==> src/rtl/layer_stream_ctrl.sv <==
// Frame sequencer for one conv+maxpool layer stage. It streams a WIDTH x WIDTH map from a source
// RAM into the layer and collects the pooled outputs into a destination RAM by address.
module layer_stream_ctrl #(
    parameter int unsigned DATA_WIDTH = 32,
    parameter int unsigned IN_CH      = 3,
    parameter int unsigned OUT_CH     = 8,
    parameter int unsigned WIDTH      = 112,
    parameter int unsigned DRAIN_MAX  = 1023,
    localparam int unsigned DIM       = WIDTH * WIDTH,
    localparam int unsigned DOUT      = (WIDTH / 2) * (WIDTH / 2),
    localparam int unsigned AW        = $clog2(DIM),
    localparam int unsigned OW        = $clog2(DOUT)
) (
    input  logic                        clk,
    input  logic                        rst,
    input  logic                        start,
    input  logic                        src_ready,
    output logic                        rd_en,
    output logic [AW-1:0]               rd_addr,
    input  logic [DATA_WIDTH*IN_CH-1:0] rd_data,
    output logic [DATA_WIDTH*IN_CH-1:0] lyr_data,
    output logic                        lyr_valid,
    input  logic                        lyr_valid_out,
    output logic                        wr_en,
    output logic [OW-1:0]               wr_addr,
    output logic                        busy,
    output logic                        done,
    output logic                        err_timeout,
    output logic                        err_overflow
);

    localparam int unsigned CW = $clog2(DOUT + 1);
    localparam int unsigned DW = $clog2(DRAIN_MAX + 1);
    localparam logic [AW-1:0] LAST_ADDR = AW'(DIM - 1);
    localparam logic [CW-1:0] OUT_FULL  = CW'(DOUT);
    localparam logic [DW-1:0] DRAIN_LIM = DW'(DRAIN_MAX);

    if (WIDTH < 2 || (WIDTH % 2) != 0 || IN_CH == 0 || OUT_CH == 0) begin : g_bad_params
        $error("layer_stream_ctrl: unsupported parameter set");
    end

    typedef enum logic [1:0] {StIdle, StFeed, StDrain, StDone} state_t;

    state_t        state;
    logic [CW-1:0] out_cnt;
    logic [CW-1:0] out_cnt_nxt;
    logic [DW-1:0] drain_cnt;
    logic [DW-1:0] drain_nxt;
    logic          capture;
    logic          out_full;

    assign capture  = (state == StFeed) || (state == StDrain);
    assign out_full = (out_cnt == OUT_FULL);
    assign rd_en    = (state == StFeed) && src_ready;
    assign lyr_data = rd_data;
    assign wr_en    = capture && lyr_valid_out && !out_full;
    assign wr_addr  = out_cnt[OW-1:0];

    assign out_cnt_nxt = wr_en ? out_cnt + 1'b1 : out_cnt;

    // Drain counter saturates rather than wrapping; any layer output restarts the idle window.
    assign drain_nxt = lyr_valid_out ? '0 :
                       (drain_cnt == DRAIN_LIM) ? drain_cnt : drain_cnt + 1'b1;

    always_ff @(posedge clk or posedge rst) begin
        if (rst) begin
            state        <= StIdle;
            rd_addr      <= '0;
            lyr_valid    <= 1'b0;
            out_cnt      <= '0;
            drain_cnt    <= '0;
            busy         <= 1'b0;
            done         <= 1'b0;
            err_timeout  <= 1'b0;
            err_overflow <= 1'b0;
        end else begin
            lyr_valid <= rd_en;
            out_cnt   <= out_cnt_nxt;
            if (capture && lyr_valid_out && out_full) begin
                err_overflow <= 1'b1;
            end

            unique case (state)
                StIdle: begin
                    if (start) begin
                        state        <= StFeed;
                        busy         <= 1'b1;
                        rd_addr      <= '0;
                        out_cnt      <= '0;
                        drain_cnt    <= '0;
                        err_timeout  <= 1'b0;
                        err_overflow <= 1'b0;
                    end
                end
                StFeed: begin
                    if (src_ready) begin
                        if (rd_addr == LAST_ADDR) begin
                            rd_addr <= '0;
                            state   <= StDrain;
                        end else begin
                            rd_addr <= rd_addr + 1'b1;
                        end
                    end
                end
                StDrain: begin
                    drain_cnt <= drain_nxt;
                    // Look at next-state counts so DONE follows the final write by one cycle.
                    if (out_cnt_nxt == OUT_FULL) begin
                        state <= StDone;
                        busy  <= 1'b0;
                        done  <= 1'b1;
                    end else if (drain_nxt == DRAIN_LIM) begin
                        err_timeout <= 1'b1;
                        state       <= StDone;
                        busy        <= 1'b0;
                        done        <= 1'b1;
                    end
                end
                StDone: begin
                    state <= StIdle;
                    done  <= 1'b0;
                end
                default: begin
                    state <= StIdle;
                    busy  <= 1'b0;
                    done  <= 1'b0;
                end
            endcase
        end
    end

endmodule

==> config.mk <==
export PLATFORM = sky130hd
export DESIGN_NAME = layer_stream_ctrl
export DESIGN_NICKNAME = d
export VERILOG_FILES = /design/src/rtl/layer_stream_ctrl.sv
export SDC_FILE = /design/constraint.sdc
export NUM_CORES = 1
export LEC_CHECK = 0
export BUFFER_PORTS_ARGS = -buffer_cell sky130_fd_sc_hd__buf_2
export CAP_MARGIN = 5
export CORE_UTILIZATION = 39
export CTS_CLUSTER_DIAMETER = 200
export DETAILED_ROUTE_END_ITERATION = 8
export MAX_ROUTING_LAYER = met4
export PLACE_DENSITY = 0.76
export SYNTH_ARGS = -nofsm -noshare
export SYNTH_HDL_FRONTEND = slang
export SYNTH_SLANG_ARGS = --single-unit
==> constraint.sdc <==
create_clock -name clk -period 2.1 [get_ports clk]
set_input_delay 0.21 -clock clk [delete_from_list [all_inputs] [get_ports clk]]
set_output_delay 0.21 -clock clk [all_outputs]
set_load 0.05 [all_outputs]
Yosys cells after proc, flatten, opt, wreduce, memory -nomap -nowiden:

Index checks and enable logic that the tools add are counted.

* register bits: 43
* bits of input ports: 101
* logic and storage cells: 72

* $add $sub $neg: 3
* equal/unequal tests: 14
* mux-type cells: 30
* reduce and logical (&&, ||, !) cells: 16

Operators by type and width (count)
* 14-bit two-way mux: 3
* 12-bit two-way mux: 3
* 10-bit two-way mux: 3
* 14-bit one-hot mux with 2 select lines: 1
* 12-bit == test (second input constant): 2
* 10-bit == test (second input constant): 2
* 10-bit one-hot mux with 2 select lines: 1
* 14-bit by 1-bit adder with 14-bit output (second input constant): 1
* 14-bit == test (second input constant): 1
* 12-bit by 1-bit adder with 12-bit output (second input constant): 1
* 10-bit by 1-bit adder with 10-bit output (second input constant): 1
* 1-bit two-way mux: 10
* 2-bit two-way mux: 5
* 2-bit one-hot mux with 4 select lines: 1
* 4-bit AND reduction: 2
* 2-bit inequality test (second input constant): 3
* 1-bit one-hot mux with 2 select lines: 3
* 3-bit AND reduction: 2
* 2-bit nonzero test: 3
* 2-bit == test (second input constant): 2
* 1-bit logical AND: 4
* 2-bit by 1-bit inequality test with 1-bit output (second input constant): 2
* 2-bit AND reduction: 2
* 3-bit by 1-bit inequality test with 1-bit output (second input constant): 1
* other kinds (4): 4

Logic depth before layout (Yosys ltp):

Gate-level depths: netlist of the first run.

* word-level depth: 8
* depth in mapped cells: 10
* mapped depth without buffers: 9

Least setup slack after synthesis of the first run:

OpenSTA, ideal clock, no wires.

* path kind: reg-to-reg
* start: register out_cnt[0] (netlist: wr_addr[0])
* end: register state[1]
* library setup time: 0.127 ns
* data arrival time: 2.699 ns
* data required time: 1.973 ns
* slack: -0.726 ns
* cell stages (with the launch flop): 10
* path buffers: 0
* clock period less this slack: 2.826 ns
* path through: dfrtp_1 -> inv_1 -> ha_1 -> and4bb_4 -> a31oi_2 -> a211oi_1 -> a31o_1 -> a32oi_4 -> nand3b_1 -> nand3_1

* longest elaborated chain between the ends: 7
* elaborated cells on any way between the ends: 10

Ends and longest elaborated chain
* from (decl): RTL line 45 `logic [CW-1:0] out_cnt;`
* from (signal assigned): RTL line 78 `out_cnt <= out_cnt_nxt;`
* 12-bit == test *: RTL line 53 `assign out_full = (out_cnt == OUT_FULL);`
* 1-bit logical NOT *: RTL line 56 `assign wr_en = capture && lyr_valid_out && !out_full;`
* 1-bit logical AND *: RTL line 56
* via wr_en: RTL line 24 `output logic wr_en,`
* 12-bit two-way mux *: RTL line 59 `assign out_cnt_nxt = wr_en ? out_cnt + 1'b1 : out_cnt;`
* 12-bit == test *: RTL line 108 `if (out_cnt_nxt == OUT_FULL) begin`
* 3-bit by 1-bit inequality test with 1-bit output (no source line) or 2-bit two-way mux (tied branches)
* 4-bit AND reduction (no source line) or 2-bit one-hot mux with 4 select lines (tied branches)
* to (signal assigned): RTL line 67 `state <= StIdle;`
* to (signal assigned): RTL line 109 `state <= StDone;`
* to (signal assigned): RTL line 114 `state <= StDone;`
* to (decl): RTL line 44 `state_t state;`

The timed path passes the listed nets; every way through them passes the cells marked *.
A chain may end at the register's enable or synchronous reset.

Final worst setup path of the first run:

* start: register state[0]
* end: register done

* longest elaborated chain between the ends: 8
* elaborated cells on any way between the ends: 13

Ends and longest elaborated chain
* from (signal assigned): RTL line 67
* from (signal assigned): RTL line 86 `state <= StFeed;`
* from (signal assigned): RTL line 99 `state <= StDrain;`
* 2-bit by 1-bit == test with 1-bit output or 2-bit == test (tied branches): RTL line 52, 83
* 1-bit logical OR: RTL line 52 `assign capture = (state == StFeed) || (state == StDrain);`
* 1-bit logical AND (2 in series): RTL line 56
* 12-bit two-way mux: RTL line 59
* 12-bit == test: RTL line 108
* 1-bit two-way mux or 3-bit by 1-bit inequality test with 1-bit output (tied branches)
* 1-bit one-hot mux with 2 select lines or 2-bit AND reduction (tied branches)
* to (signal assigned): RTL line 111 `done <= 1'b1;`
* to (signal assigned): RTL line 116 `done <= 1'b1;`
* to (signal assigned): RTL line 121 `done <= 1'b0;`
* to (decl): RTL line 27 `output logic done,`

Parallel ways exist; a longest one is shown, timed or not.

==> metrics.md, run 1 <==
| Metric | Value |
|---|---|
| Reg2reg setup slack | -110 ps |
| Share of layout cells above drive strength 1 | 0.340 |
| Synth Instances | 396 |
| PortBufs | 37 |
| Drt total wl | 7.78 mm |
| Die area | 0.00926 mm^2 |
| Post-synth ARST share | 1.00 |
| Startpoint types | register |
| Worst min path class | in -> reg |
| GPL Wtd Cong | 0.880 |
| Design Power | roughly 3.4 mW |
| Leakage Power | 1.70 nW |
| Final TNS setup | -305 ps |
| Initial core utilization | 0.399 |
| Post-synthesis register bit count | 43 |
| Crit path max fanout | 7 |
| Mapped Avg Cell Area | 8.75 um^2 |
| First-pass GRT wire length | 12.6 mm |
| Filler cell count | 873 |
| Num CTS Buffers | 5 |
| Rows | 34 |
| I/O pin total | 230 |
| Yosys warns | 0 |
| Nets@finish | 490 |
| Post-synthesis xor/xnor area fraction | 0.0506 |
| Synth Flop Type | dfrtp_1 |
| Worst slew pin tran | 530 ps |
| Multi-input logic area | around 0.0017 mm^2 |
| Worst-Skew Late Latency | ~300 ps |
| Cell depth of the worst setup path | 9 |
| DR vias/cell | approximately 5.3 |
| R2r startpoint | state[0]$_DFFE_PP0P_ |
| Clock power frac | 0.158 |
| Initial DRC count | 130 |
| Initial antenna violation count | 0 |
| Delay-heaviest family, CP | compound AO/OA/AOI/OAI gates |
| Grt total ovfl | 0 |
| Post-layout minimum cycle time | about 2200 ps |
| CTS tree | done |
| Synth area leader | dfrtp_1 |
| Max incr delay on CP | roughly 400 ps |
| Core box area | 0.00868 mm^2 |
| Post-synth EDFFs | 0 |
| Max Freq | between 0.4 and 0.5 GHz |
| Clk sink count | between 40 and 50 |
| Flop pwr share | 0.302 |
| Maxcap violations | 0 |
| Die X-Extent | roughly 96 um |
| Critical path type | reg -> reg |
| Vias | 2601 |
| Post-DRT Antenna Nets | 0 |
| Failing checks | negative setup slack |
| Pre-Repair DR Iteration Count | 4 |
| H-tree level count | 2 |
| Worst reg2reg path depth | 9 |
| Most frequent cells in the layout | 45 x buf_4, 37 x nor2_1, 36 x dfrtp_1, 36 x buf_2, 31 x nand2_1 |
| RSZ-0062 raised after global routing | true |
| Final Setup Violations | 4 |
| Register area share after synthesis | 0.311 |
| Crit path max-delay cell type | dfrtp_1 |
| Required time of the critical path | ~2300 ps |
| DP HPWL | 5.83 mm |
| Headroom to the max-slew limit | 0.644 |
| Critical path arrival | 2390 ps |
| Commonest non-fill, non-tap cell in the layout | buf_4 |
| Post-synthesis cell type count | 65 |
| Final Hold Viols | 0 |
| Syn Std Cell Area | 0.00346 mm^2 |
| Crit share post-route | 1.05 |
| Crit path to | done$_DFFE_PP0P_ |
| Critical path, cell by cell | inv_2 > ha_4 > and4_4 > and3_1 > o2111a_1 > o221a_1 > a32oi_4 > buf_4 > o311ai_2 |
| Setup ws final | -114 ps |
| Post-route DRC violation count | 0 |
| Top post-synthesis cells by area | dfrtp_1 31%, buf_4 21%, nor2_1 4.1% |
| Status | finished, violations left |
| Worst VDD drop | 0.000745 V |
| Post-synthesis mux area share | 0.0181 |
| Worst hold slack | 200 ps |
| Gate power share | 0.540 |
| CP endpoint kind | register |
| Antenna cells | 0 |
| Compound-gate portion of the synthesized area | 0.128 |
| FF/Latch Area | 0.00109 mm^2 |
| Height of the die | 96.3 um |
| Largest net degree at the start of global routing | 19 |
| Final Slew Violations | 0 |
| Synth Area in Adders | 0.0289 |
| Area Growth Syn to Fin | 2.64% |
| Power Density | 947 mW/mm^2 |
| Internal | between 1.5 and 2 mW |
| Switching Fraction | 0.432 |
| Worst-path clk slew | 90 ps |
| P_sw | around 1.5 mW |
| Post-synth top area share | 0.311 |
| Vias in the first global route | 2596 |
| Largest family of logic cells by synthesized area | buffers and inverters |
| Root Driver | clkbuf_8 |
| Worst r2r dst | done$_DFFE_PP0P_ |
| Net Count, Synth | 505 |
| Simple-gate share of the synthesized area | 0.226 |
| Global-route usage over all layers | 0.183 |
| Critical Path Start | state[0]$_DFFE_PP0P_ |
| Clock Path Buffers | 2 |
| Clk_skew | 10.5 ps |
| Routed len/inst | around 16 um |
| Buffers plus inverters on the worst setup path | 2 |
-- flip-flops by register name, summed over array words and instances, names as in the netlist --
| register | count |
|---|---|
| done | 1 |
| rd_addr | 14 |
| drain_cnt | 10 |
| wr_addr | 12 |
| state | 2 |
| lyr_valid | 1 |
| err_timeout | 1 |
| err_overflow | 1 |
| busy | 1 |
-- per-layer routing --
metal	track usage	routed length, um	up-vias
li1	-	-	1237
met1	0.194	3090	1234
met2	0.296	3700	82
met3	0.0474	495	48
met4	0.129	503	0
met5	-	0	-
-- timing repair --
action | CTS | global route
resized for setup | 9 | 9
setup endpoints to repair | 5 | 10
hold buffers | 1 | 0
pin swaps | 14 | 5
endpoints found under the hold margin | 11 | 0
buffers inserted | 1 | 3
-- cells by family (layout without fill, tap and decap cells) --
group | count (synthesis) | after routing
DFF | 43 | 43
AOI/OAI and AO/OA | 62 | 62
muxes | 6 | 6
adders and majority gates | 8 | 8
buffers and inverters | 117 | 103
and+or+nand+nor | 140 | 140
xor gates and xnor gates | 20 | 20
-- cell usage after synthesis, types with 5 or more instances --
| library cell | n |
|---|---|
| ha_1 | 8 |
| o21ai_0 | 18 |
| nand4_1 | 7 |
| a21oi_1 | 12 |
| nor3_1 | 6 |
| xnor2_1 | 7 |
| nand2_1 | 31 |
| inv_1 | 11 |
| dfrtp_1 | 43 |
| xor2_1 | 13 |
| buf_4 | 97 |
| nand3_1 | 14 |
| nor2b_1 | 5 |
| nor2_1 | 38 |
| and3_1 | 7 |
-- worst min path at each step --
stage / start / endpoint / cells after the start
2_1_floorplan: start / drain_cnt[8]$_DFFE_PP0P_ / 2
3_3_place_gp: rst / wr_addr[6]$_DFF_PP0_ / 2
3_5_place_dp: rst / wr_addr[6]$_DFF_PP0_ / 2
4_1_cts: src_ready / lyr_valid$_DFF_PP0_ / 3
5_1_grt: src_ready / lyr_valid$_DFF_PP0_ / 3
6_report: src_ready / lyr_valid$_DFF_PP0_ / 3
-- worst reg2reg max path, delay by kind of cell, from the launching register on --
| family | cells | cell delay [ps] |
|---|---|---|
| compound gates | 4 | 870 |
| simple gates | 2 | 370 |
| flops | 1 | 400 |
| buf+inv | 2 | 250 |
| fa+ha+maj | 1 | 210 |
-- metrics by stage --
| stage | util | area, um^2 | cells | worst slack, ps |
|---|---|---|---|---|
| 6_report | 0.410 | 3560 | 490 | -114 |
| 5_1_grt | 0.410 | 3560 | 490 | -203 |
| 4_1_cts | 0.404 | 3500 | 487 | -47.0 |
| 3_5_place_dp | 0.388 | 3370 | 477 | -183 |
| 3_3_place_gp | 0.388 | 3370 | 477 | -119 |
| 2_1_floorplan | - | 3520 | 396 | -194 |
-- power groups by stage --
stage               Combinational, mW  Clock (mW)  Sequential (mW)
floorplan                        1.36           0             1.21
global placement                 1.65           0             1.02
detailed placement               1.70           0             1.02
CTS                              1.77       0.542             1.01
global route                     1.99       0.585             1.03
finish                           1.82       0.531             1.02
-- layout make-up --
cell class                 instances  share of cell area
tap                              108              0.0380
clock inverter                     2             0.00387
multi-input combinational        236               0.466
sequential                        43               0.306
clock buffer                       6              0.0204
timing repair buffer              84               0.155
inverter                          11              0.0116
(Power assumes the default switching activity.)
==> run 2: changes to the inputs <==
--- a/config.mk
+++ b/config.mk
@@ -10,6 +10,7 @@
 export CORE_UTILIZATION = 39
 export CTS_CLUSTER_DIAMETER = 200
 export DETAILED_ROUTE_END_ITERATION = 8
+export GPL_TIMING_DRIVEN = 0
 export MAX_ROUTING_LAYER = met4
 export PLACE_DENSITY = 0.76
 export SYNTH_ARGS = -nofsm -noshare
==> constraint.sdc (replaced) <==
create_clock -name clk -period 2.1 [get_ports clk]
set_input_delay 0.105 -clock clk [delete_from_list [all_inputs] [get_ports clk]]
set_output_delay 0.105 -clock clk [all_outputs]
set_load 0.05 [all_outputs]
==> metrics.md, run 2 (synthesized netlist as in run 1, its figures left out) <==
| Metric | Value |
|---|---|
| Status | finished, violations left |
| Failing checks | negative setup slack |
| Internal | 2.07 mW |
| PortBufs | 132 |
| Num CTS Buffers | 5 |
| Leakage Power | 2.50 nW |
| Die area | between 0.009 and 0.01 mm^2 |
| Metal-1 WL | 3.22 mm |
| Final Util | 0.546 |
| Worst min path class | in -> reg |
| Nets@finish | 667 |
| DR vias/cell | 4.89 |
| Multi-input logic area | about 0.0017 mm^2 |
| Clock Path Buffers | 2 |
| Final Hold Viols | 0 |
| Routed len/inst | 12.8 um |
| Worst slew pin tran | 566 ps |
| Headroom to the max-slew limit | 0.620 |
| Share of layout cells above drive strength 1 | 0.567 |
| Post-DRT Antenna Nets | 0 |
| Post-layout minimum cycle time | 2150 ps |
| Critical path type | reg -> reg |
| Final Slew Violations | 0 |
| GPL Wtd Cong | a little under 0.9 |
| Rows | 34 |
| Core box area | 0.00868 mm^2 |
| Clock power frac | 0.167 |
| Met2 routed WL | 4.73 mm |
| DP HPWL | 6.32 mm |
| Required time of the critical path | 2270 ps |
| FF/Latch Area | approximately 0.0011 mm^2 |
| Height of the die | 96.3 um |
| Filler cell count | 799 |
| Commonest non-fill, non-tap cell in the layout | buf_2 |
| Startpoint types | register |
| Max reg flops | 14 |
| Place WS | -427 ps |
| DP Cell Count | 637 |
| Post-Layout Inst Area | 0.00474 mm^2 |
| Post-DP Area | between 0.004 and 0.005 mm^2 |
| First-pass GRT wire length | ~13 mm |
| Critical path arrival | between 2000 and 2500 ps |
| Area Growth Syn to Fin | 36.8% |
| Final instance count without filler cells | ~670 |
| RSZ-0062 raised after global routing | true |
| Largest net degree at the start of global routing | 26 |
| Global-route usage over all layers | 0.189 |
| Worst VDD drop | 0.000891 V |
| Gate power share | 0.572 |
| Clk sink count | 43 |
| Post-route DRC violation count | 0 |
| Power Density | 825 mW/mm^2 |
| Final Setup Violations | 4 |
| Most frequent cells in the layout | 134 x buf_2, 120 x buf_4, 34 x nor2_1, 34 x dfrtp_1, 31 x nand2_1 |
| Initial DRC count | 111 |
| Clk_skew | 13.0 ps |
| Vias in the first global route | 2860 |
| Pre-Repair DR Iteration Count | 4 |
| Setup ws final | -54.9 ps |
| Drt total wl | 8.51 mm |
| Maxcap violations | 0 |
| Max layer used | met4 |
| Vias | roughly 3300 |
| Die X-Extent | 96.3 um |
| Largest Register | rd_addr |
| Max Freq | approximately 0.46 GHz |
| P_sw | 1.84 mW |
| CP endpoint kind | register |
| Initial core utilization | 0.399 |
| Antenna cells | 0 |
| Flop pwr share | 0.260 |
| Grt total ovfl | 0 |
| I/O pin total | 230 |
| Met3 wire len | between 500 and 600 um |
| Worst-Skew Late Latency | 300 ps |
| Switching Fraction | 0.471 |
| Worst-path clk slew | 100 ps |
| Initial antenna violation count | 0 |
| Root Driver | clkbuf_8 |
| Crit path max fanout | 7 |
| Crit share post-route | 1.03 |
| CTS tree | done |
| H-tree level count | 2 |
==> run 2: per-stage QoR <==
step	hold slack (ps)	total power, mW	TNS, ps
after floorplan	274	2.57	-686
after global placement	406	2.91	-1510
after detailed placement	124	2.96	-2150
after CTS	83.2	3.87	-146
after global routing	91.6	4.18	-537
final	115	3.91	-142
==> run 2: power groups by stage <==
stage          Combinational, mW  Sequential (mW)  Clock (mW)
2_1_floorplan               1.36             1.21           0
3_3_place_gp                1.86             1.05           0
6_report                    2.24             1.02       0.655
5_1_grt                     2.43             1.03       0.714
4_1_cts                     2.18             1.02       0.679
3_5_place_dp                1.90             1.06           0
==> run 2: area by class of cell <==
type                            instances  share of cell area
Multi-Input combinational cell        236               0.363
Sequential cell                        43               0.230
Timing Repair Buffer                  157               0.183
Buffer                                104               0.163
Tap cell                              108              0.0285
Clock buffer                            5              0.0145
Clock inverter                          3             0.00924
Inverter                               11             0.00924
==> run 2: worst paths after layout <==
check | endpoint | startpoint | depth (start not counted) | slack, ps
setup / recovery | state[1]$_DFFE_PP0P_ | wr_addr[0]$_DFF_PP0_ | 8 | -50
hold / removal | lyr_valid$_DFF_PP0_ | src_ready | 3 | 120
setup reg to reg | state[1]$_DFFE_PP0P_ | wr_addr[0]$_DFF_PP0_ | 8 | -50
hold reg to reg | rd_addr[13]$_DFFE_PP0P_ | rd_addr[13]$_DFFE_PP0P_ | 1 | 530
max in group asynchronous | wr_addr[0]$_DFF_PP0_ | rst | 4 | 1260
min in group asynchronous | rd_addr[3]$_DFFE_PP0P_ | rst | 3 | 340
==> run 2: per-layer routing <==
layer | GRT usage | up-vias
met5 | - | -
met4 | 0.0510 | 0
met3 | 0.0269 | 4
met2 | 0.360 | 143
met1 | 0.201 | 1519
li1 | - | 1597
==> run 2: critical path: stages (launching register included) <==
cell      delay (ps)
dfrtp_4          510
ha_4             180
and4_4           220
and4b_1          180
o211a_1          230
o221a_4          280
a32oi_4          230
nand3b_1         150
nand3_1           70
==> run 2: repair_timing <==
action / 4_1_cts / 5_1_grt
resized for setup: 24 / 11
setup buffers: 17 / 6
pin swaps: 16 / 8
hold buffers: 1 / 0
setup endpoints to repair: 17 / 18
endpoints found under the hold margin: 18 / 0
==> run 3: changes to the inputs <==
--- a/config.mk
+++ b/config.mk
@@ -5,14 +5,14 @@
 export SDC_FILE = /design/constraint.sdc
 export NUM_CORES = 1
 export LEC_CHECK = 0
+export ABC_AREA = 1
 export BUFFER_PORTS_ARGS = -buffer_cell sky130_fd_sc_hd__buf_2
-export CAP_MARGIN = 5
-export CORE_UTILIZATION = 39
+export CORE_UTILIZATION = 38
 export CTS_CLUSTER_DIAMETER = 200
 export DETAILED_ROUTE_END_ITERATION = 8
 export GPL_TIMING_DRIVEN = 0
 export MAX_ROUTING_LAYER = met4
-export PLACE_DENSITY = 0.76
+export PLACE_DENSITY = 0.75
 export SYNTH_ARGS = -nofsm -noshare
 export SYNTH_HDL_FRONTEND = slang
 export SYNTH_SLANG_ARGS = --single-unit
==> metrics.md, run 3 <==
| Metric | Value |
|---|---|
| Required time of the critical path | ~2300 ps |
| Failing checks | negative setup slack |
| Nets@finish | roughly 730 |
| Post-route DRC violation count | 0 |
| Largest net degree at the start of global routing | 43 |
| Initial core utilization | 0.401 |
| Buffers plus inverters on the worst setup path | 3 |
| Critical path arrival | 2300 ps |
| Startpoint types | register |
| Largest Register | rd_addr |
| Crit share post-route | 1.00 |
| Post-synthesis mux area share | 0 |
| Worst-Skew Late Latency | 300 ps |
| Initial antenna violation count | 0 |
| I/O pin total | 230 |
| Height of the die | 96.0 um |
| Leakage Power | 2.48 nW |
| Simple-gate share of the synthesized area | 0.278 |
| Crit path max fanout | 6 |
| Post-synthesis xor/xnor area fraction | 0.0183 |
| CTS tree | done |
| Die area | 0.00922 mm^2 |
| Vias in the first global route | 2934 |
| Antenna cells | 0 |
| Critical path, cell by cell | inv_2 > ha_4 > nand2_8 > nor3_4 > buf_6 > xor2_4 > nand3_2 > inv_2 > nand3_2 > nand3_4 > nand2_2 > nand2_1 > nand2_1 |
| Filler cell count | 802 |
| Worst slew pin tran | 467 ps |
| First-pass GRT wire length | 12.5 mm |
| Mapped Avg Cell Area | approximately 7.2 um^2 |
| Worst min path class | in -> reg |
| Post-synth EDFFs | 0 |
| DR vias/cell | 4.75 |
| Crit path max-delay cell type | dfrtp_1 |
| Vias | 3465 |
| Max Freq | 0.474 GHz |
| Most frequent cells in the layout | 133 x buf_2, 109 x buf_4, 86 x nand2_1 |
| Final TNS setup | -10.5 ps |
| Synth area leader | dfrtp_1 |
| Pre-Repair DR Iteration Count | 4 |
| CP endpoint kind | register |
| PortBufs | 133 |
| Status | finished, violations left |
| Synth Area in Adders | 0.0298 |
| Delay-heaviest family, CP | simple AND/OR/NAND/NOR gates |
| Worst-path clk slew | 80 ps |
| Die X-Extent | between 90 and 100 um |
| Initial DRC count | 150 |
| Post-layout minimum cycle time | 2110 ps |
| Multi-input logic area | about 0.0015 mm^2 |
| Max reg flops | 14 |
| Area Growth Syn to Fin | 35.7% |
| Clk_skew | 4.72 ps |
| Final instance count without filler cells | 729 |
| Clock Path Buffers | 2 |
| Top post-synthesis cells by area | dfrtp_1 32%, buf_4 21%, nand2_1 10% |
| Rows | 33 |
| Num CTS Buffers | 5 |
| Final Hold Viols | 0 |
| DP HPWL | 6.54 mm |
| Final Setup Violations | 2 |
| DP Cell Count | 703 |
| Synth Instances | 464 |
| Core box area | 0.00838 mm^2 |
| Drt total wl | 8.72 mm |
| Largest family of logic cells by synthesized area | buffers and inverters |
| Post-DRT Antenna Nets | 0 |
| Worst VDD drop | roughly 0.00080 V |
| Final Slew Violations | 0 |
| Syn Std Cell Area | 0.00336 mm^2 |
| Commonest non-fill, non-tap cell in the layout | buf_2 |
| Design Power | around 4.0 mW |
| Post-synth top area share | 0.320 |
| H-tree level count | 2 |
| Global-route usage over all layers | 0.175 |
| Clk sink count | 43 |
| Register area share after synthesis | 0.320 |
| RSZ-0062 raised after global routing | true |
| Synth cell count leaders | 96 x buf_4, 91 x nand2_1, 63 x inv_1 |
| Maxcap violations | 0 |
| Setup ws final | -8.73 ps |
| Most frequent cell after synthesis | buf_4 |
| Headroom to the max-slew limit | 0.689 |
| Synth Flop Type | dfrtp_1 |
| Critical path type | reg -> reg |
| FF/Latch Area | 0.00108 mm^2 |
| Worst hold slack | 91.9 ps |
| Post-synthesis register bit count | 43 |
| Share of layout cells above drive strength 1 | 0.468 |
| Root Driver | clkbuf_8 |
| Post-synthesis cell type count | 32 |
| GPL Wtd Cong | around 0.86 |
| Routed len/inst | between 10 and 15 um |
| Power Density | 868 mW/mm^2 |
| Yosys warns | 0 |
| Compound-gate portion of the synthesized area | 0.0648 |
| Net Count, Synth | 573 |
| Final Util | 0.544 |
| Max incr delay on CP | around 370 ps |
| Post-synth ARST share | 1.00 |
| Grt total ovfl | 0 |
run 3: cell types whose count changed after synthesis, sizes merged, moves of 5 or more:
cell	previous run	this run
nand2	32	94
inv	11	63
o22ai	0	6
o21ai	21	8
buf	103	96
xor2	13	6
xnor2	7	1
nand3	15	41
nor2b	5	0
and3	8	1
nor2	38	52
run 3: kinds of logic after synthesis:
family	after synthesis
simple gates	209
flops	43
fa+ha+maj	8
buf+inv	162
xor+xnor	7
compound gates	35
run 3: final timing paths:
check                                      from                  endpoint  slack (ps)  cells past startpoint
max                        state[1]$_DFFE_PP0P_      state[1]$_DFFE_PP0P_          -9                     13
min                                   src_ready       lyr_valid$_DFF_PP0_          90                      3
max reg2reg                state[1]$_DFFE_PP0P_      state[1]$_DFFE_PP0P_          -9                     13
min reg2reg                    busy$_DFFE_PP0P_          busy$_DFFE_PP0P_         480                      2
max in group asynchronous                   rst  drain_cnt[0]$_DFFE_PP0P_        1480                      4
min in group asynchronous                   rst   rd_addr[13]$_DFFE_PP0P_         200                      3
run 3: per-layer routing:
| layer | part of all wire | global-route usage | wire (um) |
|---|---|---|---|
| met3 | 0.084 | 0.0363 | 731 |
| met4 | 0.0093 | 0.0435 | 81 |
| met1 | 0.37 | 0.193 | 3220 |
| met2 | 0.54 | 0.320 | 4680 |
| met5 | 0 | - | 0 |
run 3: area by class of cell:
class,instances,share of cell area
Clock buffer,7,0.0167
Timing Repair Buffer,150,0.181
Buffer,98,0.160
Multi-Input combinational cell,261,0.323
Clock inverter,1,0.00110
Tap cell,105,0.0288
Inverter,64,0.0527
Sequential cell,43,0.236
run 3: repair_timing:
action / in CTS / in global routing
endpoints found under the hold margin: 43 / 0
setup buffers: 3 / 12
gates resized for setup: 7 / 32
setup endpoints to repair: 15 / 18
hold buffers: 1 / 0
pin swaps: 3 / 8
cloned: 0 / 2
run 3: worst min-delay path, cell delays in order:
cell	delay, ps
buf_2	110
nand2_1	60
inv_1	70
run 3: per-stage QoR:
step	setup WS [ps]	area (um^2)
finish	-8.73	4560
global route	-159	4560
floorplan	9.87	3360
global placement	-101	4160
CTS	20.4	4320
detailed placement	-225	4180
run 3: report_power, final:
part           internal (mW)  switching (mW)  total [mW]  leakage (nW)
sequential             0.938           0.110        1.05         0.587
combinational          0.793            1.59        2.38          1.85
clock                  0.234           0.290       0.524        0.0422
total                   1.96            1.99        3.96          2.48
